===== src/rtl/tdm_select_sequencer_pkg.sv =====
// Shared definitions for the TDM select sequencer: state encoding, channel count,
// select width and small mask helpers.
package tdm_select_sequencer_pkg;
  localparam int NUM_CH = 4;
  localparam int SEL_W  = 2;

  typedef enum logic {
    ST_IDLE = 1'b0,
    ST_RUN  = 1'b1
  } state_t;

  function automatic logic [SEL_W-1:0] lowest_set(input logic [NUM_CH-1:0] m);
    lowest_set = '0;
    for (int i = NUM_CH - 1; i >= 0; i--) begin
      if (m[i]) lowest_set = SEL_W'(i);
    end
  endfunction

  function automatic logic [SEL_W-1:0] highest_set(input logic [NUM_CH-1:0] m);
    highest_set = '0;
    for (int i = 0; i < NUM_CH; i++) begin
      if (m[i]) highest_set = SEL_W'(i);
    end
  endfunction
endpackage


===== src/rtl/tdm_select_sequencer_next_ch_finder.sv =====
// Combinational search for the next enabled channel above the current index.
// When no higher bit is set the result wraps to the lowest enabled channel.
module next_ch_finder
  import tdm_select_sequencer_pkg::*;
(
  input  logic [NUM_CH-1:0] mask,
  input  logic [SEL_W-1:0]  cur,
  output logic [SEL_W-1:0]  nxt,
  output logic              wrap,
  output logic              last
);
  always_comb begin
    nxt  = lowest_set(mask);
    wrap = 1'b1;
    // Scan downward so the closest higher set bit is the one that sticks.
    for (int i = NUM_CH - 1; i >= 0; i--) begin
      if (mask[i] && (i > int'(cur))) begin
        nxt  = SEL_W'(i);
        wrap = 1'b0;
      end
    end
    last = wrap;
  end
endmodule


===== src/rtl/tdm_select_sequencer.sv =====
// Steps a registered 4:1 mux select through the enabled channels of a latched mask,
// holding each for DWELL cycles, with frame start/done pulses and continuous mode.
module tdm_select_sequencer
  import tdm_select_sequencer_pkg::*;
#(
  parameter int DWELL = 4
) (
  input  logic       clk,
  input  logic       rst,
  input  logic       start,
  input  logic       cont,
  input  logic       stop,
  input  logic [3:0] ch_en,
  output logic [1:0] s,
  output logic       s_valid,
  output logic       frame_start,
  output logic       frame_done,
  output logic       busy,
  output logic       dbg_state
);
  // Handshake: start is a one-cycle request sampled only in IDLE; stop and rst are
  // level requests honoured at the next rising edge; outputs are all registered.
  localparam logic [7:0] CNT_LAST  = 8'(DWELL - 1);
  localparam logic       ONE_CYCLE = (DWELL == 1);

  state_t            state_q, state_d;
  logic [NUM_CH-1:0] mask_q, mask_d;
  logic [7:0]        cnt_q, cnt_d;
  logic [SEL_W-1:0]  s_d, nxt;
  logic              sv_d, fs_d, fd_d;
  logic              wrap, last;

  next_ch_finder u_finder (
    .mask (mask_q),
    .cur  (s),
    .nxt  (nxt),
    .wrap (wrap),
    .last (last)
  );

  always_comb begin
    state_d = state_q;
    mask_d  = mask_q;
    cnt_d   = cnt_q;
    s_d     = s;
    sv_d    = 1'b0;
    fs_d    = 1'b0;
    fd_d    = 1'b0;
    if (stop) begin
      state_d = ST_IDLE;
      cnt_d   = '0;
    end else begin
      case (state_q)
        ST_IDLE: begin
          if (start && (ch_en != '0)) begin
            state_d = ST_RUN;
            mask_d  = ch_en;
            s_d     = lowest_set(ch_en);
            cnt_d   = '0;
            sv_d    = 1'b1;
            fs_d    = 1'b1;
            fd_d    = ONE_CYCLE && (lowest_set(ch_en) == highest_set(ch_en));
          end
        end
        ST_RUN: begin
          sv_d = 1'b1;
          // frame_done is registered, so it is predicted one cycle early.
          if (cnt_q != CNT_LAST) begin
            cnt_d = cnt_q + 8'd1;
            fd_d  = last && ((cnt_q + 8'd1) == CNT_LAST);
          end else if (!wrap) begin
            s_d   = nxt;
            cnt_d = '0;
            fd_d  = ONE_CYCLE && (nxt == highest_set(mask_q));
          end else if (cont && (ch_en != '0)) begin
            mask_d = ch_en;
            s_d    = lowest_set(ch_en);
            cnt_d  = '0;
            fs_d   = 1'b1;
            fd_d   = ONE_CYCLE && (lowest_set(ch_en) == highest_set(ch_en));
          end else begin
            state_d = ST_IDLE;
            cnt_d   = '0;
            sv_d    = 1'b0;
          end
        end
        default: state_d = ST_IDLE;
      endcase
    end
  end

  always_ff @(posedge clk) begin
    if (rst) begin
      state_q     <= ST_IDLE;
      mask_q      <= '0;
      cnt_q       <= '0;
      s           <= '0;
      s_valid     <= 1'b0;
      frame_start <= 1'b0;
      frame_done  <= 1'b0;
    end else begin
      state_q     <= state_d;
      mask_q      <= mask_d;
      cnt_q       <= cnt_d;
      s           <= s_d;
      s_valid     <= sv_d;
      frame_start <= fs_d;
      frame_done  <= fd_d;
    end
  end

  assign busy      = (state_q == ST_RUN);
  assign dbg_state = state_q;
endmodule

===== config.mk =====
export PLATFORM = sky130hd
export DESIGN_NAME = tdm_select_sequencer
export DESIGN_NICKNAME = d
export VERILOG_FILES = /design/src/rtl/tdm_select_sequencer_pkg.sv /design/src/rtl/tdm_select_sequencer_next_ch_finder.sv /design/src/rtl/tdm_select_sequencer.sv
export SDC_FILE = /design/constraint.sdc
export NUM_CORES = 1
export LEC_CHECK = 0
export BUFFER_PORTS_ARGS = -buffer_cell sky130_fd_sc_hd__buf_4
export CAP_MARGIN = 20
export CORE_UTILIZATION = 45
export CTS_CLUSTER_DIAMETER = 60
export DETAILED_ROUTE_END_ITERATION = 12
export PLACE_DENSITY = 0.65
export SYNTH_ARGS = -nofsm -noshare
export SYNTH_HDL_FRONTEND = slang
export SYNTH_SLANG_ARGS = --single-unit
export TNS_END_PERCENT = 10

===== constraint.sdc =====
create_clock -name clk -period 3.9 [get_ports clk]
set_input_delay 0.195 -clock clk [delete_from_list [all_inputs] [get_ports clk]]
set_output_delay 0.195 -clock clk [all_outputs]
set_load 0.01 [all_outputs]

## Word level (Yosys, flattened, before mapping)

Cells that the tools add are included.

| word-level totals | value |
|---|---|
| register bits after elaboration | 17 |
| output and inout port bits | 7 |
| logic and storage cells | 66 |

| cells by class | value |
|---|---|
| bitwise gates (word level) | 2 |
| $add $sub $neg | 1 |
| reduce and logical (&&, ||, !) cells | 10 |
| mux-type cells | 37 |
| equal/unequal tests | 7 |
| magnitude comparators | 3 |

Operator list:

| cell | count |
|---|---|
| 2-to-1 mux 2 bit | 15 |
| 2-to-1 mux 4 bit | 4 |
| 2-to-1 mux 8 bit | 2 |
| one-hot mux 8 bit (2 select lines) | 1 |
| 2-to-1 mux 1 bit | 10 |
| adder 8 x 1 -> 8 bit (second input constant) | 1 |
| == test 8 x 2 -> 1 bit (second input constant) | 1 |
| inequality test 8 x 2 -> 1 bit (second input constant) | 1 |
| one-hot mux 4 bit (2 select lines) | 1 |
| logical AND 1 bit | 6 |
| one-hot mux 1 bit (2 select lines) | 3 |
| AND reduction 5 bit | 1 |
| > comparator 2 bit (first input constant) | 2 |
| inequality test 2 x 1 -> 1 bit (second input constant) | 2 |
| inequality test 2 bit (second input constant) | 2 |
| one-hot mux 2 bit (2 select lines) | 1 |
| AND reduction 4 bit | 1 |
| nonzero test 4 bit | 1 |
| inequality test 3 x 2 -> 1 bit (second input constant) | 1 |
| > comparator 1 x 2 -> 1 bit (first input constant) | 1 |
| inverter 1 bit | 2 |
| OR reduction 2 bit | 1 |

## Logic depth before layout (Yosys ltp)

Gate-level depths: netlist of run 1.

| logic depth | value |
|---|---|
| depth in word-level cells | 10 |
| gate-level depth with buffers | 7 |

## Modules after synthesis

A second synthesis of run 1 with hierarchy kept.

| unflattened totals | value |
|---|---|
| cell total of the unflattened synthesis | 131 |
| area total of the unflattened synthesis | 1094.8 µm² |

Modules (own cells, without submodules):

| module | cells each | times used | area each (µm²) |
|---|---|---|---|
| tdm_select_sequencer | 115 | 1 | 994.7 |
| next_ch_finder | 16 | 1 | 100.1 |

## Worst setup path after synthesis of run 1

No wires, ideal clock.

| timing path | value |
|---|---|
| kind | register -> register |
| start point | register cnt_q[1] |
| end point | register s[0] |
| stages on the path, launching flop included | 7 |
| setup time | 0.072 ns |
| data required time | 3.828 ns |
| arrival | 1.667 ns |
| period minus slack after synthesis | 1.739 ns |
| path buffers | 0 |
| path slack | 2.161 ns |
| cells stage by stage | dfxtp_1 > ha_1 > or2b_2 > nor4_4 > a21oi_1 > nor3_1 > mux2i_1 |

| between the ends | value |
|---|---|
| cells in the longest elaborated chain, start to end | 3 |

RTL lines:

| element | RTL line | source |
|---|---|---|
| from (decl) | tdm_select_sequencer.sv:28 | `logic [7:0] cnt_q, cnt_d;` |
| from (signal assigned) | tdm_select_sequencer.sv:104 | `cnt_q <= cnt_d;` |
| inequality test 8 x 2 -> 1 bit | tdm_select_sequencer.sv:68 | `if (cnt_q != CNT_LAST) begin` |
| inequality test 2 bit (no source line) | - |  |
| AND reduction 4 bit (no source line) | - |  |
| to (signal assigned) | tdm_select_sequencer.sv:97 | `s <= '0;` |
| to (signal assigned) | tdm_select_sequencer.sv:105 | `s <= s_d;` |
| to (decl) | tdm_select_sequencer.sv:14 | `output logic [1:0] s,` |

Every way passes these cells.
A chain may end at the register's enable or synchronous reset.

## Worst setup path in the final report of run 1

Same ends and word-level chain as after synthesis.

==> impl_metrics.yaml, run 1 <==
critical_path:
  critPathLaunchType: "register"
  cp.arrival_ns: 2.16
  crit_type: "reg -> reg"
  worst_setup_path_endpoint: "s[0]"
  r2r-end: "s[0]"
  crit_required_ns: 4.12
  cp-startpoint: "cnt_q[1]"
  rr_worst_depth: 6
  ff2ff_setup_slack_ns: 1.96
  critPathCaptureType: "register"
  r2r_start: "cnt_q[1]"
  path_max_fanout: 6
sta:
  relSlewSlack_pct: 65.11
  fin_crit_ns: 1.940
  period_share_pct: 49.73
  fmax_ghz: 0.5156
  rsz0062_at_grt: "no"
  setup_ws_ns: 1.960
  setup-violations-final: 0
  hold_violations: 0
  skew_ns: 0.001199
  fin_setup_tns_ns: 0
  tightest_slew_ns: 0.5226
  finalMaxSlewViolations: 0
pwr:
  ir_worst_vdd_mv: 0.1820
  p_sw_uw: 79.68
  swShare_pct: 26.06
  p_int_uw: 226.1
  power_frac_comb_pct: 15.4
  p_leak_nw: 0.4457
  p_per_area_nw_per_um2: 258.4
  seq_power_share_pct: 56.0
  power_frac_clock_pct: 28.5
clocking:
  cts_root_buffer: "clkbuf_4"
  clk_latency_ns: 0.29
  cts_max_level: 1
  path_clk_slew_ns: 0.09
  cts_sinks: 16
  hold_buffers: 0
  cts_buffer_depth: 2
  tritoncts: "done"
  numCtsBuffers: 3
  cts_setup_buffers: 0
  ctsResizeCount: 0
placed_design:
  dp.cells: 158
  port_buffers: 15
  place_area_sq_um: 1161
  detailed_place_hpwl_microns: 1558
  gp_congestion: 0.8204
  preCtsSetupSlack_ns: 1.986
finish:
  syn_to_final_growth_pct: 9.112
  final_nets: 146
  multi_input_area_sq_um: 678.2
  diodes: 0
  drive_above_1_share_pct: 24.81
  regArea_sq_um: 320.3
  nFillCells: 216
  fin_cells: 161
  final_area_sq_um: 1184
die:
  die_area_sq_um: 2611
  io_pins: 16
  die_w_microns: 51.10
  initial_core_util_pct: 48.57
  core_sq_um: 2233
  die_height_microns: 51.10
  rows: 17
logic_synthesis:
  syn_inst: 123
  syn-num-nets: 134
  synthMostInstantiatedCell: "dfxtp_1"
  synth_common_cells: "dfxtp_1 (16), nor2_1 (11), a21oi_1 (10)"
  synth.top_cell.area_share_pct: 29.53
  yosysTopAreaCell: "dfxtp_1"
  avgSynthCellArea_sq_um: 8.819
  ys_ff_latch: 16
  yosysUniqueCellTypes: 43
  ys_seq_area_share_pct: 29.53
  yosysWarnings: 0
  ys_async_sr_fraction_pct: 0
  syn_area_sq_um: 1085
  netlist_top_cells_area: "dfxtp_1 (30%), o41ai_4 (5.1%), a21oi_1 (4.6%)"
  synthFlopType: "dfxtp_1"
  synth-edff-count: 0
hold_path:
  hold_depth: 2
  hold_path_class: "in -> reg"
grt:
  antenna_found_initial: 0
  gr-total-overflow: 0
  grt_pass1_wl_microns: 3546
  grtUsageTotal_pct: 18.56
  grt_start_max_net_pins: 17
  grt_pass1_vias: 766
status:
  status: "finished clean"
routing:
  route.detailed.drc: 0
  viasPerCell: 5.429
  final_antenna_net_count: 0
  wl_per_cell_microns: 12.88
  drt_iter0_markers: 30
  vias: 874
  totalWireLength_microns: 2073
  dr.pass1.iters: 4
flow_run:
  cap_violations: 0
metal layers:
metal	vias to the layer above	global-route usage, %	wire length (microns)	part of all wire [%]
met5	-	0	0	0
met4	0	5.556	21	1.0
met3	2	6.250	88	4.2
met2	18	26.54	876	42
met1	390	26.00	1086	52
li1	464	-	-	-
cell families after synthesis:
group	count (synthesis)	synth area share [%]
AND/OR/NAND/NOR	53	30.22
AO/OA/AOI/OAI	32	22.72
flip-flops	16	29.53
buffers and inverters	12	7.957
multiplexers	6	5.652
XOR/XNOR	2	1.615
adder cells (fa/ha/maj)	2	2.306
power groups by stage:
stage,Clock [mW],Combinational (mW),Sequential [mW]
5_1_grt,0.0971,0.0519,0.172
3_5_place_dp,0,0.0471,0.175
2_1_floorplan,0,0.0317,0.174
4_1_cts,0.0923,0.0473,0.171
6_report,0.0872,0.0472,0.171
3_3_place_gp,0,0.0468,0.175
cells in the final DEF, fill, tap and decap left out, types with 3 or more instances in the layout:
cell / synthesis / layout
inv_1: 4 / 4
nand2_1: 6 / 6
nor2_1: 11 / 11
buf_4: 2 / 15
clkbuf_4: 0 / 3
nor2b_1: 4 / 4
a31oi_1: 4 / 4
a21oi_1: 10 / 10
dfxtp_1: 16 / 16
nand2b_1: 4 / 4
or2b_2: 5 / 5
nor3_1: 5 / 5
o21ai_0: 7 / 7
mux2i_1: 5 / 5
how the worst min path moves through the flow:
stage | startpoint | to | slack [ns]
floorplan | rst | mask_q[3] | 0.37
global placement | rst | frame_start | 0.45
detailed placement | rst | frame_start | 0.46
CTS | rst | frame_start | 0.15
global route | rst | frame_start | 0.15
finish | rst | frame_start | 0.15
sequential cells by signal (all words and copies together), names as in the netlist:
signal / count
s: 2
busy: 1
frame_done: 1
frame_start: 1
cnt_q: 8
mask_q: 3
through the flow:
step | power (mW) | utilization (%) | hold slack, ns
after CTS | 0.3111 | 53.00 | 0.1476
after global placement | 0.2220 | 51.99 | 0.4477
final | 0.3058 | 53.00 | 0.1540
after detailed placement | 0.2223 | 51.99 | 0.4560
after global routing | 0.3213 | 53.00 | 0.1547
after floorplan | 0.2054 | - | 0.3715
cell type report:
| cell class | count | share of cell area [%] |
|---|---|---|
| flip-flops and latches | 16 | 27.06 |
| inverters | 4 | 1.268 |
| well taps | 28 | 2.960 |
| clock buffers | 3 | 1.903 |
| multi-input cells | 95 | 57.29 |
| repair buffers | 15 | 9.514 |
worst max-delay path, cell delays in order, from the launching register on:
cell and delay [ns]:
dfxtp_1 0.38, ha_1 0.26, or2b_2 0.36, nor4_4 0.23
a21oi_1 0.11, nor3_1 0.30, mux2i_1 0.22
Power figures use the tool's default switching activity.
==> run 2: changes to the inputs <==
clock period = 1.9 ns   (was 3.9 ns; I/O delays follow)
==> impl_metrics.yaml, run 2 (synthesis gave the netlist of run 1 again) <==
status:
  status: "finished clean"
pwr:
  ir_worst_vdd_mv: 0.3566
  p_per_area_nw_per_um2: 557.5
  p_leak_nw: 0.4767
routing:
  vias: 940
  wl_met3_microns: 97
  topRoutingLayerUsed: "met4"
  dr.pass1.iters: 4
  final_antenna_net_count: 0
  wirelength_met1_microns: 1102
  viasPerCell: 5.663
  drt_iter0_markers: 23
  wl_per_cell_microns: 13.87
  totalWireLength_microns: 2303
  dr_wl_met2_microns: 1070
  route.detailed.drc: 0
sta:
  fin_crit_ns: 1.790
  rsz0062_at_grt: "yes"
  hold_violations: 0
  fmax_ghz: 0.5586
  finalMaxSlewViolations: 0
  setup-violations-final: 0
  tightest_slew_ns: 0.4435
  skew_ns: 0.002380
  setup_ws_ns: 0.1098
  relSlewSlack_pct: 70.39
  period_share_pct: 94.22
finish:
  largestRegisters: "cnt_q: 8 flops, mask_q: 3 flops, s: 2 flops"
  largest_reg_flops: 8
  nFillCells: 208
  regMostFlops: "cnt_q"
  final_nets: 150
  mostFrequentLayoutCells: "buf_4 (19), dfxtp_1 (15), nor2_1 (11), a21oi_1 (10), o21ai_0 (7)"
  diodes: 0
  syn_to_final_growth_pct: 13.73
  drive_above_1_share_pct: 28.99
  final_area_sq_um: 1234
  final_common_cell: "buf_4"
  fin_cells: 166
die:
  io_pins: 16
  die_height_microns: 51.10
  initial_core_util_pct: 48.57
  rows: 17
  die_w_microns: 51.10
  core_sq_um: 2233
  die_area_sq_um: 2611
clocking:
  cts_root_buffer: "clkbuf_4"
  tritoncts: "done"
  cts_buffer_depth: 2
  path_clk_slew_ns: 0.10
  clk_latency_ns: 0.29
  cts_sinks: 16
  numCtsBuffers: 3
  hold_buffers: 0
  cts_max_level: 1
grt:
  antenna_found_initial: 0
  grtUsageTotal_pct: 21.60
  grt_pass1_vias: 906
  grt_pass1_wl_microns: 4215
  grt_start_max_net_pins: 16
  gr-total-overflow: 0
critical_path:
  crit_required_ns: 2.08
  critPathCaptureType: "register"
  path_max_fanout: 4
  crit_type: "reg -> reg"
  critPathLaunchType: "register"
  rr_worst_depth: 6
  cp-startpoint: "cnt_q[0]"
  r2r_start: "cnt_q[0]"
  cp.arrival_ns: 1.97
hold_path:
  min_from: "rst"
  hold_path_class: "in -> reg"
  hold_depth: 2
placed_design:
  detailed_place_hpwl_microns: 1733
  dp.cells: 162
  place_area_sq_um: 1191
  port_buffers: 15
  gp_congestion: 0.8555
  preCtsSetupSlack_ns: 0.08060
flow_run:
  cap_violations: 0
## run 2: what timing repair did
action	in CTS	in global routing
setup buffers	0	0
gates resized for setup	0	2
endpoints found under the hold margin	0	0
endpoints found under the setup margin	0	9
## run 2: metrics by stage
step	utilization (%)	setup TNS [ns]	power, mW	hold WS (ns)
after detailed placement	53.33	0	0.4600	0.3529
after CTS	54.96	0	0.6879	0.03837
final	55.24	0	0.6878	0.04340
after global placement	53.33	0	0.4573	0.3457
after floorplan	-	0	0.4217	0.2715
after global routing	55.24	-0.03793	0.7237	0.03939
## run 2: layout make-up
| cell class | count | area (sq um) | share of cell area (%) |
|---|---|---|---|
| clock buffer | 4 | 36.28 | 2.941 |
| multi-input combinational | 95 | 683.2 | 55.38 |
| tap | 28 | 35.03 | 2.840 |
| timing repair buffer | 19 | 142.6 | 11.56 |
| inverter | 4 | 15.01 | 1.217 |
| sequential | 16 | 321.6 | 26.06 |
## run 2: path summary, 6_finish.rpt
check	slack, ns	to
worst max-delay path	0.11	mask_q[1]
worst min-delay path	0.04	frame_start
worst max register to register	0.11	mask_q[1]
worst min register to register	0.54	cnt_q[7]
## run 2: worst max-delay path, stage by stage (launching register included)
cell and delay, ns:
dfxtp_1 0.37, ha_1 0.19, or2b_2 0.35, nor4_4 0.21, nand3b_1 0.12, o32a_1 0.27
mux2i_1 0.16
## run 2: metal layers
layer | vias up | track usage [%]
met5 | - | 0
met4 | 0 | 8.796
met2 | 25 | 32.89
met3 | 5 | 3.571
met1 | 440 | 29.89
li1 | 470 | -
## run 2: power by group
part / internal (mW) / leakage, nW / switching (mW)
logic: 0.0498 / 0.326 / 0.0549
registers: 0.342 / 0.130 / 0.00603
clock network: 0.117 / 0.0210 / 0.118
total: 0.509 / 0.477 / 0.179
